--- src/rtl/mips_ext_pkg.sv ---
// Shared types for the MIPS load-extension path.
//   ext_size_t   : access width encoding carried on the size port
//   ext_state_t  : occupancy of the output/skid register pair
//   ext_result_t : extended result record at the default 32-bit datapath width
package mips_ext_pkg;

  typedef enum logic [1:0] {
    SZ_BYTE = 2'b00,
    SZ_HALF = 2'b01,
    SZ_WORD = 2'b10,
    SZ_RSVD = 2'b11
  } ext_size_t;

  typedef enum logic [1:0] {
    EMPTY = 2'b00,
    ONE   = 2'b01,
    TWO   = 2'b10
  } ext_state_t;

  localparam int unsigned EXT_DEF_W = 32;

  typedef struct packed {
    logic [EXT_DEF_W-1:0] data;
    logic                 misalign;
  } ext_result_t;

endpackage

--- src/rtl/ext_skid_buf.sv ---
// Two-entry registered pipeline stage with a skid register.
// The output register (OR) drives the consumer directly; the skid register
// (SR) catches the one request that can arrive while OR is stalled, so the
// registered in_ready never has to react combinationally to out_ready.
// Ports:
//   clk, rst_n          : clock, asynchronous active-low reset
//   in_valid/in_ready   : upstream handshake (in_ready is registered)
//   in_data             : payload captured on an input transfer
//   out_valid/out_ready : downstream handshake
//   out_data            : payload held in OR
module ext_skid_buf
  import mips_ext_pkg::*;
#(
  parameter int unsigned W = 33
) (
  input  logic         clk,
  input  logic         rst_n,
  input  logic         in_valid,
  output logic         in_ready,
  input  logic [W-1:0] in_data,
  output logic         out_valid,
  input  logic         out_ready,
  output logic [W-1:0] out_data
);

  ext_state_t   state_r;
  logic [W-1:0] oreg_r;
  logic [W-1:0] sreg_r;
  logic         in_ready_r;
  logic         out_valid_r;
  logic         accept_s;
  logic         drain_s;

  assign accept_s  = in_valid && in_ready_r;
  assign drain_s   = out_valid_r && out_ready;
  assign in_ready  = in_ready_r;
  assign out_valid = out_valid_r;
  assign out_data  = oreg_r;

  // Occupancy state machine; moves payloads between input, SR and OR.
  always_ff @(posedge clk or negedge rst_n) begin
    if (!rst_n) begin
      state_r     <= EMPTY;
      oreg_r      <= '0;
      sreg_r      <= '0;
      in_ready_r  <= 1'b0;
      out_valid_r <= 1'b0;
    end else begin
      case (state_r)
        EMPTY: begin
          // in_ready rises on the first clock after reset release
          in_ready_r <= 1'b1;
          if (accept_s) begin
            oreg_r      <= in_data;
            out_valid_r <= 1'b1;
            state_r     <= ONE;
          end
        end
        ONE: begin
          if (accept_s && !drain_s) begin
            // OR is stalled: park the new request in SR and stop accepting
            sreg_r     <= in_data;
            in_ready_r <= 1'b0;
            state_r    <= TWO;
          end else if (accept_s) begin
            oreg_r <= in_data;
          end else if (drain_s) begin
            out_valid_r <= 1'b0;
            state_r     <= EMPTY;
          end
        end
        TWO: begin
          if (drain_s) begin
            oreg_r     <= sreg_r;
            sreg_r     <= '0;
            in_ready_r <= 1'b1;
            state_r    <= ONE;
          end
        end
        default: begin
          state_r     <= EMPTY;
          out_valid_r <= 1'b0;
          in_ready_r  <= 1'b1;
        end
      endcase
    end
  end

endmodule

--- src/rtl/load_extend_pipe.sv ---
// Load-data extension unit for the memory/writeback path.
// Selects the byte/half/word lane of a raw memory word, sign- or zero-extends
// it, flags illegal alignments and reserved sizes, and registers the result
// through a two-entry skid buffer.
// Ports:
//   clk, rst_n          : clock, asynchronous active-low reset
//   in_valid/in_ready   : request handshake
//   data_in, byte_off   : raw aligned word and byte address bits
//   size, is_signed     : access width (ext_size_t) and extension mode
//   out_valid/out_ready : result handshake
//   data_out, misalign  : extended result and error flag (0 data on error)
//   err_count           : saturating count of accepted erroneous requests
module load_extend_pipe
  import mips_ext_pkg::*;
#(
  parameter int unsigned DATA_W    = 32,
  parameter int unsigned OFF_W     = $clog2(DATA_W / 8),
  parameter int unsigned ERR_CNT_W = 8
) (
  input  logic                 clk,
  input  logic                 rst_n,
  input  logic                 in_valid,
  output logic                 in_ready,
  input  logic [DATA_W-1:0]    data_in,
  input  logic [OFF_W-1:0]     byte_off,
  input  logic [1:0]           size,
  input  logic                 is_signed,
  output logic                 out_valid,
  input  logic                 out_ready,
  output logic [DATA_W-1:0]    data_out,
  output logic                 misalign,
  output logic [ERR_CNT_W-1:0] err_count
);

  localparam int unsigned NBYTES = DATA_W / 8;
  localparam int unsigned PAY_W  = DATA_W + 1;

  logic [DATA_W-1:0]    shifted_s;
  logic [DATA_W-1:0]    ext_data_s;
  logic                 ext_err_s;
  logic                 half_fit_s;
  logic [PAY_W-1:0]     in_pay_s;
  logic [PAY_W-1:0]     out_pay_s;
  logic [ERR_CNT_W-1:0] err_count_r;

  // Bring the addressed lane down to bit 0 so every width reads from the bottom.
  assign shifted_s  = data_in >> {byte_off, 3'b000};
  assign half_fit_s = ((32'(byte_off) + 32'd2) <= NBYTES);

  // Lane select, extension and error detection.
  always_comb begin
    ext_data_s = '0;
    ext_err_s  = 1'b0;
    case (ext_size_t'(size))
      SZ_BYTE: begin
        ext_data_s = {{(DATA_W-8){is_signed & shifted_s[7]}}, shifted_s[7:0]};
      end
      SZ_HALF: begin
        if (!byte_off[0] && half_fit_s) begin
          ext_data_s = {{(DATA_W-16){is_signed & shifted_s[15]}}, shifted_s[15:0]};
        end else begin
          ext_err_s = 1'b1;
        end
      end
      SZ_WORD: begin
        if (byte_off == '0) begin
          ext_data_s = data_in;
        end else begin
          ext_err_s = 1'b1;
        end
      end
      default: begin
        ext_err_s = 1'b1;
      end
    endcase
  end

  assign in_pay_s = {ext_err_s, ext_data_s};

  ext_skid_buf #(
    .W (PAY_W)
  ) u_skid (
    .clk       (clk),
    .rst_n     (rst_n),
    .in_valid  (in_valid),
    .in_ready  (in_ready),
    .in_data   (in_pay_s),
    .out_valid (out_valid),
    .out_ready (out_ready),
    .out_data  (out_pay_s)
  );

  assign data_out  = out_pay_s[DATA_W-1:0];
  assign misalign  = out_pay_s[DATA_W];
  assign err_count = err_count_r;

  // Saturating count of accepted requests that evaluated to an error.
  always_ff @(posedge clk or negedge rst_n) begin
    if (!rst_n) begin
      err_count_r <= '0;
    end else if (in_valid && in_ready && ext_err_s && (err_count_r != '1)) begin
      err_count_r <= err_count_r + ERR_CNT_W'(1);
    end else begin
      err_count_r <= err_count_r;
    end
  end

endmodule

--- config.mk ---
export PLATFORM = sky130hd
export DESIGN_NAME = load_extend_pipe
export DESIGN_NICKNAME = d
export VERILOG_FILES = /design/src/rtl/mips_ext_pkg.sv /design/src/rtl/ext_skid_buf.sv /design/src/rtl/load_extend_pipe.sv
export SDC_FILE = /design/constraint.sdc
export NUM_CORES = 1
export LEC_CHECK = 0
export CORE_UTILIZATION = 48
export DETAILED_ROUTE_END_ITERATION = 10
export MAX_ROUTING_LAYER = met4
export PLACE_DENSITY = 0.74
export SLEW_MARGIN = 20
export SYNTH_ARGS = -nofsm -noshare
export SYNTH_HDL_FRONTEND = slang
export SYNTH_HIERARCHICAL = 1
export SYNTH_SLANG_ARGS = --single-unit
--- constraint.sdc ---
create_clock -name clk -period 2 [get_ports clk]
set_clock_uncertainty 0.05 [all_clocks]
set_input_delay 0.4 -clock clk [delete_from_list [all_inputs] [get_ports clk]]
set_output_delay 0.4 -clock clk [all_outputs]
set_load 0.02 [all_outputs]
Yosys cells after proc, flatten, opt, wreduce, memory -nomap -nowiden:

Cells that the tools add are included.

* add/sub/neg operators: 2
* order comparisons: 1
* equality and inequality tests: 13
* shifts and indexed selects: 1
* mux-type cells: 27
* bitwise gates (word level): 3
* reductions and logical operators: 18

Operator list (number)
* 2-to-1 mux 33 bit: 5
* one-hot mux 33 bit (3 select lines): 1
* one-hot mux 32 bit (3 select lines): 1
* one-hot mux 33 bit (2 select lines): 1
* 2-to-1 mux 32 bit: 2
* >> shifter 32 x 5 -> 16 bit: 1
* 2-to-1 mux 2 bit: 5
* adder 8 x 1 -> 8 bit (second input constant): 1
* 2-to-1 mux 1 bit: 8
* != test 2 x 1 -> 1 bit (second input constant): 4
* != test 8 bit (second input constant): 1
* logical AND 1 bit: 6
* logical NOT 2 bit: 3
* one-hot mux 1 bit (3 select lines): 2
* one-hot mux 2 bit (3 select lines): 1
* AND reduction 3 bit: 2
* AND reduction 5 bit: 1
* equality test 2 x 1 -> 1 bit (second input constant): 2
* equality test 2 bit (second input constant): 2
* != test 2 bit (second input constant): 2
* AND reduction 4 bit: 1
* adder 2 x 2 -> 3 bit (second input constant): 1
* <= comparator 3 bit (second input constant): 1
* != test 3 x 1 -> 1 bit (second input constant): 1
* 8 further kinds: 10

* register bits after elaboration: 78
* input port bits: 41
* output and inout port bits: 43
* logic and storage cells: 71

Depth between registers and ports, before layout:

Gate-level depths: netlist (run 1).

* depth in word-level cells: 8
* mapped depth: 8
* mapped depth without buffers: 6

Cells and area by module:

The synthesis (run 1) kept the hierarchy.

By module, submodules not included
* ext_skid_buf: times used 1, cells an instance 278, area each 3539.6 um^2, sequential area each 1751.7 um^2
* load_extend_pipe: times used 1, cells an instance 145, area each 1048.5 um^2, sequential area each 200.2 um^2

Worst setup path after synthesis (run 1):

No wires, ideal clock.

* path kind: input -> register
* start point: input port byte_off[1]
* end point: register u_skid.oreg_r[16], in the netlist u_skid/out_data[16]
* arrival: 1985 ps
* required time: 1825 ps
* setup slack: -160 ps
* stages: 8
* buffers on the path: 2
* path through: buf_6 -> mux2_4 -> a32o_2 -> o21ai_4 -> buf_6 -> nand2_1 -> mux2_4 -> mux2_4

* cells in the longest elaborated chain, start to end: 8
* elaborated cells on any way between the ends: 13
* classes of those cells: add/sub: 1; order compare: 1; shift: 1; mux: 6; bitwise: 2; reduce/logical: 2

RTL lines
* start, declared: line load_extend_pipe.sv:25 `input logic [OFF_W-1:0] byte_off,`
* adder 2 x 2 -> 3 bit: line load_extend_pipe.sv:48 `assign half_fit_s = ((32'(byte_off) + 32'd2) <= NBYTES);`
* <= comparator 3 bit: line load_extend_pipe.sv:48
* logical AND 1 bit: line load_extend_pipe.sv:59 `if (!byte_off[0] && half_fit_s) begin`
* 2-to-1 mux 32 bit: line load_extend_pipe.sv:59
* one-hot mux 32 bit (3 select lines) *: line load_extend_pipe.sv:54 `case (ext_size_t'(size))`
* net ext_data_s[16]: line load_extend_pipe.sv:39 `logic [DATA_W-1:0] ext_data_s;`
* 2-to-1 mux 33 bit *: line ext_skid_buf.sv:53, ext_skid_buf.sv:65
* 2-to-1 mux 33 bit: line ext_skid_buf.sv:60 `if (accept_s && !drain_s) begin`
* one-hot mux 33 bit (3 select lines) *: line ext_skid_buf.sv:49 `case (state_r)`
* end signal, assigned: line ext_skid_buf.sv:54 `oreg_r <= in_data;`
* end signal, assigned: line ext_skid_buf.sv:66 `oreg_r <= in_data;`
* end signal, assigned: line ext_skid_buf.sv:74 `oreg_r <= sreg_r;`
* end, declared: line ext_skid_buf.sv:27 `logic [W-1:0] oreg_r;`

Mark *: on every way through the listed nets, which the timed path passes. The rest lies on a longest branch. The select of a mux whose other input is x is not followed.
A chain may end at the register's enable or synchronous reset.

Final worst setup path (run 1):

* start point: input port byte_off[0]
* end point: register u_skid.oreg_r[27], in the netlist u_skid/out_data[27]

Same word-level chain as after synthesis.

==> flow_metrics.py, run 1 <==
metrics = {
    "run_status": {
        "status": "complete, no violations",
    },
    "logic_synthesis": {
        "synth_seq_cells": 78,
        "synthCells": 423,
        "syn_avg_cell_area_um2": 10.85,
        "ys_types": 46,
        "seq_area_frac_synth_pct": 42.54,
        "syn-num-nets": 465,
        "syn_area_um2": 4588,
        "ys_warn_count": 6,
    },
    "clock_tree": {
        "cts_buffers": 9,
        "clk-insertion-delay-late_ps": 350,
        "root_buffer": "clkbuf_8",
        "clockBufferDepth": 2,
        "clkTransAtPathRegs_ps": 70,
        "htree_levels": 3,
        "cts_sinks": 78,
        "cts_tree": "done",
    },
    "grt": {
        "antenna_found_initial": 0,
        "busiest_layer": "met2",
        "grt_pass1_vias": 3766,
        "grt_max_degree": 46,
        "grt_pass1_wl_um": 19040,
        "grt_use_met1_pct": 33.59,
        "grt_use_total_pct": 25.27,
        "grt_use_met3_pct": 3.552,
        "grt.overflow.total": 0,
        "grtUsageMet2_pct": 40.27,
    },
    "sta": {
        "worstMarginPinSlew_ps": 502.3,
        "setup_viol": 0,
        "period_share_pct": 100.0,
        "max-slew-margin-rel_pct": 66.44,
        "whs_ps": 451.0,
        "setup_ws_ps": 0.09903,
        "fmax_mhz": 500.0,
        "slew_violations": 0,
        "hold_viol_final": 0,
        "period_needed_ps": 2000,
    },
    "cells_and_area": {
        "n_antenna_cell": 0,
        "fillers": 727,
        "fin_nets": 569,
        "syn_to_final_growth_pct": 30.43,
        "layout_common_cells": "dfrtp_1, clkdlybuf4s50_1, mux2_4",
        "drive_above_1_share_pct": 27.68,
        "multi_input_area_um2": 2307,
        "seq_area_um2": 1952,
        "final_common_cell": "dfrtp_1",
    },
    "detailed_routing": {
        "drtAntennaViolNets": 0,
        "vias_per_cell": 5.588,
        "drt-total-wl_um": 11600,
        "drt_pass1_iterations": 5,
        "drc": 0,
        "num_vias": 3688,
        "wl_per_cell_um": 17.58,
        "drt_iter0_drc": 284,
    },
    "setup_path": {
        "cp_max_fo": 11,
        "worst_r2r_path_depth": 4,
        "r2r_slack_ps": 170,
        "crit_required_ps": 2180,
        "reg2reg_from": "u_skid/state_r[1]$_DFFE_PN0P_",
        "critPathCaptureType": "register",
        "r2r_end": "u_skid/out_data[3]$_DFFE_PN0P_",
        "arrival_ps": 2180,
        "crit_type": "in -> reg",
        "start_kind": "primary input",
    },
    "placed_design": {
        "gp_congestion": 0.9988,
        "post-place-ws_ps": -693.5,
        "post-dp-hpwl_um": 8099,
        "portBuffers": 83,
    },
    "pwr": {
        "p_leak_nw": 2.777,
        "p_per_area_nw_per_um2": 1331,
        "ir_worst_vdd_v": 0.0007389,
    },
    "die": {
        "rows": 35,
        "die_y_um": 99.77,
        "ios": 84,
        "dieWidth_um": 99.77,
        "die_area_um2": 9954,
        "initial_core_util_pct": 49.65,
        "core_um2": 9240,
    },
    "min_path": {
        "min_path_type": "reg -> reg",
        "worstHoldPathCells": 1,
        "holdPathEnd": "u_skid/out_data[3]$_DFFE_PN0P_",
        "hp-start": "u_skid/out_data[3]$_DFFE_PN0P_",
    },
    "run": {
        "cap_violations": 0,
    },
}
worst max path at each step:
stage / startpoint / end / slack [ps] / cells after the start
floorplan: byte_off[1] / u_skid/out_data[16]$_DFFE_PN0P_ / -160 / 8
global placement: byte_off[1] / u_skid/out_data[26]$_DFFE_PN0P_ / -680 / 8
detailed placement: byte_off[1] / u_skid/out_data[23]$_DFFE_PN0P_ / -690 / 8
CTS: data_in[15] / u_skid/out_data[24]$_DFFE_PN0P_ / -50 / 8
global route: byte_off[0] / u_skid/out_data[26]$_DFFE_PN0P_ / -2 / 8
finish: byte_off[0] / u_skid/out_data[27]$_DFFE_PN0P_ / 0.1 / 8
kinds of logic after synthesis:
family	Yosys count	synth area share, %
flip-flops	78	42.54
multiplexers	79	23.81
AND/OR/NAND/NOR	109	12.35
AO/OA/AOI/OAI	83	12.03
buffers and inverters	70	8.426
adder cells (fa/ha/maj)	1	0.2727
XOR/XNOR	3	0.5728
area by class of cell:
type	count	area share, %
Sequential cell	78	32.62
Clock buffer	12	2.593
Inverter	39	2.446
Tap cell	129	2.697
Timing Repair Buffer	124	20.78
Multi-Input combinational cell	275	38.55
Clock inverter	3	0.3136
per-layer routing:
layer  share of wire (%)  vias to the layer above
met5                   0                        -
met1                  45                     1837
met4                 1.6                        0
met3                 4.0                       16
met2                  49                      119
li1                    -                     1716
worst max-delay path: stages:
cell	delay [ps]
dlygate4sd2_1	300
buf_4	200
a32o_2	280
o21ai_4	230
buf_12	190
nand2_4	60
mux2_4	260
mux2_4	260
synth_stat cells (all sizes together):
cell    instances  share of area [%]
a211o           1               0.19
a211oi          1               0.16
a21boi          1               0.16
a21oi          12                1.4
a221o           8                1.7
a22oi           6               0.98
a2bb2o          1               0.44
a31oi           2               0.27
a32o            1               0.25
a32oi           1               0.19
and2            2               0.27
and3            5               0.68
and3b           1               0.22
and4            1               0.19
buf            18                4.2
clkbuf         13                1.1
dfrtp          78                 43
ha              1               0.27
inv            39                3.2
mux2           70                 22
mux2i           9                2.0
nand2          41                3.4
nand2b          2               0.33
nand3           2               0.22
nand4          37                5.0
nor2           13                1.1
nor2b           1               0.14
nor3            2               0.22
nor3b           1               0.16
nor4            1               0.46
o21ai          46                5.3
o21bai          1               0.16
o22ai           1               0.14
o32ai           1               0.60
xnor2           3               0.57
metrics by stage:
stage                     TNS [ps]  util (%)  power [mW]  std cells  instance area (um2)
after CTS                   -360.4     64.69       7.984        661                 5977
after global routing        -1.888     64.77       8.410        660                 5984
after global placement      -32490     62.07       6.736        642                 5736
after floorplan              -2031         -       5.355        423                 4592
after detailed placement    -34220     62.07       6.863        642                 5736
final                            0     64.77       7.963        660                 5984
state kept, by name, indices dropped and copies added (netlist names):
register / cells
u_skid/state_r: 2
u_skid/sreg_r: 33
u_skid/in_ready: 1
u_skid/out_valid: 1
err_count: 8
u_skid/out_data: 33
power by group:
| group | total (mW) | switching [mW] | internal (mW) |
|---|---|---|---|
| logic | 4.13 | 2.00 | 2.13 |
| clock network | 1.09 | 0.572 | 0.513 |
| registers | 2.75 | 0.489 | 2.26 |
| total | 7.96 | 3.06 | 4.90 |
timing repair:
action,CTS,global route
endpoints found under the setup margin,39,25
buffers inserted,2,0
gates cloned,1,0
hold endpoints to repair,33,0
pin swaps,2,2
resized for setup,24,22
hold buffers,1,0
Note: power is estimated with default switching activity, not from simulation.
==> run 2, diff against run 1 <==
--- a/config.mk
+++ b/config.mk
@@ -5,10 +5,13 @@
 export SDC_FILE = /design/constraint.sdc
 export NUM_CORES = 1
 export LEC_CHECK = 0
-export CORE_UTILIZATION = 48
+export CELL_PAD_IN_SITES_DETAIL_PLACEMENT = 1
+export CELL_PAD_IN_SITES_GLOBAL_PLACEMENT = 2
+export CORE_UTILIZATION = 34
+export CTS_CLUSTER_DIAMETER = 150
 export DETAILED_ROUTE_END_ITERATION = 10
 export MAX_ROUTING_LAYER = met4
-export PLACE_DENSITY = 0.74
+export PLACE_DENSITY_LB_ADDON = 0.1
 export SLEW_MARGIN = 20
 export SYNTH_ARGS = -nofsm -noshare
 export SYNTH_HDL_FRONTEND = slang
==> run 2 against run 1 <==
Global-route usage fell by 3.4 points. Design area up 5.8%. Die area rose by 40%. Setup slack improved by 29 ps. Combinational power hardly changed. Largest power group unchanged. Register-to-register slack improved by 50 ps. Cell count rose by 10%.
==> flow_metrics.py, run 2 (same netlist as run 1, synthesis figures left out) <==
metrics = {
    "detailed_routing": {
        "m1WireLength_um": 6237,
        "drt-total-wl_um": 13660,
        "met2WireLength_um": 6725,
        "wl_met3_um": 425,
        "drc": 0,
        "num_vias": 3758,
        "wl_per_cell_um": 18.76,
        "drtAntennaViolNets": 0,
        "maxUsedRoutingLayer": "met4",
        "vias_per_cell": 5.162,
        "drt_iter0_drc": 151,
        "drt_pass1_iterations": 4,
    },
    "pwr": {
        "p_clk_share_pct": 19.6,
        "p_per_area_nw_per_um2": 1360,
        "p_sw_mw": 3.235,
        "pwr-share-comb_pct": 48.2,
        "ir_worst_vdd_v": 0.0006939,
        "p_int_mw": 5.376,
        "pwr-share-seq_pct": 32.2,
        "p_leak_nw": 2.927,
        "sw_frac_of_total_pct": 37.57,
        "power_mw": 8.611,
    },
    "sta": {
        "period_share_pct": 98.53,
        "fmax_mhz": 507.5,
        "fin_setup_tns_ps": 0,
        "setup_ws_ps": 29.45,
        "worstMarginPinSlew_ps": 450.8,
        "rsz0062_at_grt": "false",
        "hold_viol_final": 0,
        "whs_ps": 10.11,
        "slew_violations": 0,
        "setup_viol": 0,
        "max-slew-margin-rel_pct": 69.94,
        "period_needed_ps": 1971,
    },
    "die": {
        "rows": 42,
        "ios": 84,
        "die_area_um2": 13960,
        "dieWidth_um": 118.2,
        "die_y_um": 118.2,
        "core_um2": 13190,
        "initial_core_util_pct": 34.78,
    },
    "run": {
        "cap_violations": 0,
    },
    "clock_tree": {
        "clkTransAtPathRegs_ps": 60,
        "clockBufferDepth": 2,
        "ctsHoldBuffers": 0,
        "htree_levels": 3,
        "cts_tree": "done",
        "root_buffer": "clkbuf_16",
        "cts_buffers": 9,
        "clk-insertion-delay-late_ps": 340,
        "cts_sinks": 78,
    },
    "setup_path": {
        "crit_required_ps": 2180,
        "crit_type": "in -> reg",
        "path_common_cell": "mux2_4",
        "worst_r2r_path_depth": 5,
        "cp_slowest_cell": "a221o_1",
        "arrival_ps": 2150,
        "slowest_delay_ps": 370,
        "r2r_slack_ps": 220,
        "start_kind": "primary input",
        "critPathCaptureType": "register",
        "reg2reg_from": "u_skid/state_r[0]$_DFFE_PN0P_",
        "cp_max_fo": 4,
        "r2r_end": "u_skid/sreg_r[9]$_DFFE_PN0P_",
        "cp_cell_sequence": "clkdlybuf4s15_1 -> buf_4 -> a32o_2 -> buf_6 -> a221o_1 -> mux2_4 -> mux2_4",
    },
    "placed_design": {
        "dp_cells": 708,
        "gp_congestion": 0.8103,
        "portBuffers": 83,
        "post-place-ws_ps": -686.1,
        "placed_cell_area_um2": 5887,
        "post-dp-hpwl_um": 9453,
    },
    "grt": {
        "grt.overflow.total": 0,
        "grt_use_total_pct": 21.83,
        "grt_max_degree": 79,
        "antenna_found_initial": 0,
        "grt_pass1_wl_um": 22700,
        "grt_pass1_vias": 4263,
    },
    "min_path": {
        "min_path_type": "in -> async",
    },
    "cells_and_area": {
        "final_area_um2": 6334,
        "final_core_util_pct": 48.02,
        "n_antenna_cell": 0,
        "syn_to_final_growth_pct": 38.04,
        "final_common_cell": "dfrtp_1",
        "fin_cells": 728,
        "drive_above_1_share_pct": 32.97,
        "layout_common_cells": "dfrtp_1, clkdlybuf4s50_1, mux2_4",
        "fin_nets": 589,
    },
    "run_status": {
        "status": "complete, no violations",
    },
}
[run 2: changes by cell type in the layout (fill, tap and decap cells not counted), moves of 2 or more]
| cell | delta |
|---|---|
| clkbuf_16 | +10 |
| nand2_2 | +4 |
| clkdlybuf4s15_1 | +2 |
| a22oi_2 | +4 |
| a22oi_1 | -4 |
| clkbuf_8 | -10 |
| buf_4 | +24 |
| o21ai_1 | -2 |
| clkbuf_2 | -2 |
| nand2_1 | -5 |
| buf_12 | -4 |
[run 2: layer usage]
metal,track usage [%],up-vias
li1,-,1752
met3,4.006,16
met1,26.66,1919
met4,7.452,0
met5,-,-
met2,36.21,71
[run 2: worst max-delay path, delay by kind of cell]
family	cells	cell delay, ps
compound gates	2	670
buf+inv	3	550
mux	2	520
[run 2: what timing repair did]
action,CTS,global route
pin swaps,4,3
cloned,1,0
endpoints found under the setup margin,46,23
gates resized for setup,43,16
buffers inserted,2,1
[run 2: worst max-delay path by stage]
stage	from	endpoint	slack [ps]	cells past startpoint
after global placement	byte_off[1]	u_skid/out_data[12]$_DFFE_PN0P_	-650	7
after floorplan	byte_off[1]	u_skid/out_data[16]$_DFFE_PN0P_	-160	8
after CTS	data_in[15]	u_skid/out_data[26]$_DFFE_PN0P_	6	8
final	byte_off[0]	u_skid/out_data[15]$_DFFE_PN0P_	30	7
after detailed placement	byte_off[1]	u_skid/out_data[9]$_DFFE_PN0P_	-690	7
after global routing	data_in[23]	u_skid/out_data[19]$_DFFE_PN0P_	4	8
[run 2: area by class of cell]
cell class | instances | area (um2)
flip-flops and latches | 78 | 1952
repair buffers | 144 | 1349
fillers | 1434 | 6857
inverters | 39 | 146.4
multi-input cells | 275 | 2366
clock buffers | 10 | 239.0
clock inverters | 6 | 61.31
well taps | 176 | 220.2
[run 2: power groups by stage]
stage	sequential [mW]	combinational (mW)	clock (mW)
after detailed placement	2.80	4.13	0
final	2.77	4.15	1.69
after global placement	2.77	4.08	0
after floorplan	3.14	2.21	0
after global routing	2.88	4.45	1.79
after CTS	2.79	4.18	1.73
==> run 3, diff against run 2 <==
--- a/config.mk
+++ b/config.mk
@@ -5,9 +5,10 @@
 export SDC_FILE = /design/constraint.sdc
 export NUM_CORES = 1
 export LEC_CHECK = 0
+export ABC_AREA = 1
 export CELL_PAD_IN_SITES_DETAIL_PLACEMENT = 1
 export CELL_PAD_IN_SITES_GLOBAL_PLACEMENT = 2
-export CORE_UTILIZATION = 34
+export CORE_UTILIZATION = 29
 export CTS_CLUSTER_DIAMETER = 150
 export DETAILED_ROUTE_END_ITERATION = 10
 export MAX_ROUTING_LAYER = met4
==> run 3 against run 2 <==
Synthesized cell count increased by 63%. Maximum frequency grew 2.9%. Power shrank 6.3%. Design area up 2.2%. Critical endpoint is now err_count[3]. Clock power up 15%. Sequential power fell by 6%.
==> flow_metrics.py, run 3 <==
metrics = {
    "die": {
        "die_y_um": 130.8,
        "core_um2": 16060,
        "rows": 46,
        "ios": 84,
        "dieWidth_um": 130.8,
        "die_area_um2": 17100,
        "initial_core_util_pct": 29.94,
    },
    "logic_synthesis": {
        "yosys-top-cells-area": "dfrtp_1, nand2_1, nand3_1",
        "syn-num-nets": 731,
        "async_flop_share_pct": 100.0,
        "synth_top_area_share_pct": 40.59,
        "synth_ff_type": "dfrtp_1",
        "synthCells": 689,
        "ys_types": 29,
        "synth_seq_cells": 78,
        "synth_most_common_cell": "nand2_1",
        "yosys.area.top_type": "dfrtp_1",
        "ys_warn_count": 6,
        "synth-edff-count": 0,
        "syn_avg_cell_area_um2": 6.979,
        "seq_area_frac_synth_pct": 40.59,
        "syn_area_um2": 4808,
        "synth_commonest_cells": "nand2_1, dfrtp_1, nand3_1",
    },
    "setup_path": {
        "critPathCaptureType": "output pin",
        "cp_cell_sequence": "clkdlybuf4s50_1",
        "worst-path-buf-inv": 1,
        "cp_max_fo": 6,
        "reg2reg_from": "err_count[0]$_DFFE_PN0P_",
        "critPathLaunch": "err_count[3]$_DFFE_PN0P_",
        "start_kind": "register",
        "crit_required_ps": 1550,
        "cpLargestDelayFamily": "buffers and inverters",
        "slowest_delay_ps": 650,
        "arrival_ps": 1470,
        "crit_type": "reg -> out",
        "cp_slowest_cell": "clkdlybuf4s50_1",
    },
    "grt": {
        "antenna_found_initial": 0,
        "grt_pass1_vias": 5045,
        "grt_max_degree": 68,
        "grt_pass1_wl_um": 26500,
        "grt.overflow.total": 0,
        "grt_use_total_pct": 21.04,
    },
    "placed_design": {
        "dp_cells": 996,
        "post-dp-hpwl_um": 11650,
        "portBuffers": 83,
        "gp_congestion": 0.8513,
        "placed_cell_area_um2": 6105,
    },
    "sta": {
        "whs_ps": 432.1,
        "setup_viol": 0,
        "period_share_pct": 95.77,
        "hold_viol_final": 0,
        "slew_violations": 0,
        "worstMarginPinSlew_ps": 429.1,
        "fin_setup_tns_ps": 0,
        "rsz0062_at_grt": "false",
        "period_needed_ps": 1915,
        "fmax_mhz": 522.1,
        "max-slew-margin-rel_pct": 71.39,
    },
    "min_path": {
        "hp-start": "u_skid/out_data[26]$_DFFE_PN0P_",
        "min_path_type": "reg -> reg",
    },
    "cells_and_area": {
        "final_core_util_pct": 40.29,
        "drive_above_1_share_pct": 11.79,
        "n_antenna_cell": 0,
        "syn_to_final_growth_pct": 34.56,
        "layout_common_cells": "nand2_1, clkdlybuf4s50_1, dfrtp_1",
        "final_area_um2": 6470,
        "fin_cells": 1013,
        "fin_nets": 834,
        "final_common_cell": "nand2_1",
    },
    "detailed_routing": {
        "drc": 0,
        "drt_pass1_iterations": 5,
        "vias_per_cell": 4.734,
        "drt-total-wl_um": 16080,
        "wl_per_cell_um": 15.87,
        "drt_iter0_drc": 180,
        "num_vias": 4796,
        "drtAntennaViolNets": 0,
    },
    "run": {
        "cap_violations": 0,
    },
    "clock_tree": {
        "root_buffer": "clkbuf_16",
        "cts_sinks": 78,
        "cts_buffers": 9,
        "htree_levels": 3,
        "clockBufferDepth": 2,
        "clk-insertion-delay-late_ps": 350,
        "cts_tree": "done",
        "clkTransAtPathRegs_ps": 60,
    },
    "pwr": {
        "p_per_area_nw_per_um2": 1247,
        "p_leak_nw": 3.319,
        "ir_worst_vdd_v": 0.0008949,
    },
    "run_status": {
        "status": "complete, no violations",
    },
}
-- run 3: worst paths after layout --
path                       depth (start not counted)                              end  slack [ps]
min                                                2  u_skid/out_data[26]$_DFFE_PN0P_         430
min reg2reg                                        2  u_skid/out_data[26]$_DFFE_PN0P_         430
max reg2reg                                        8         err_count[6]$_DFFE_PN0P_         360
min in group asynchronous                          2      u_skid/in_ready$_DFFE_PN0P_         480
max                                                1                     err_count[3]          80
max in group asynchronous                          3    u_skid/sreg_r[17]$_DFFE_PN0P_         870
-- run 3: stage by stage --
step | setup WS, ps | power (mW)
CTS | 58.88 | 8.193
detailed placement | -425.2 | 6.206
finish | 84.52 | 8.068
global placement | -315.0 | 6.092
global route | 10.91 | 8.642
floorplan | 354.5 | 4.796
-- run 3: worst min-delay path: cells and delay by family, from the launching register on --
| family | cells | cell delay, ps |
|---|---|---|
| compound gates | 1 | 50 |
| flops | 1 | 340 |
| simple gates | 1 | 60 |
-- run 3: cells by family after synthesis --
family | share of synthesized area, %
AO/OA/AOI/OAI | 7.390
XOR/XNOR | 0.5465
adder cells (fa/ha/maj) | 0.2602
buffers and inverters | 11.55
flip-flops | 40.59
AND/OR/NAND/NOR | 39.66
-- run 3: layout make-up --
cell class / count / area, um2
Inverter: 66 / 247.7
Clock inverter: 2 / 60.06
Sequential cell: 78 / 1952
Tap cell: 216 / 270.3
Clock buffer: 14 / 294.0
Multi-Input combinational cell: 504 / 2301
Timing Repair Buffer: 133 / 1345
Fill cell: 1991 / 9588
-- run 3: what timing repair did --
item	4_1_cts	5_1_grt
buffers inserted	0	0
gates resized for setup	1	1
endpoints found under the setup margin	13	7
hold endpoints to repair	24	0
hold buffers	1	0
-- run 3: power by group --
part / switching (mW) / internal, mW
registers: 0.401 / 2.21
logic: 2.11 / 1.41
clock network: 0.672 / 1.26
-- run 3: routing by layer --
metal | track usage [%] | share of wire (%) | up-vias
met1 | 26.22 | 46 | 2299
met4 | 6.761 | 1.3 | 0
met5 | - | 0 | -
met3 | 2.932 | 3.0 | 14
met2 | 35.11 | 49 | 81
li1 | - | - | 2402
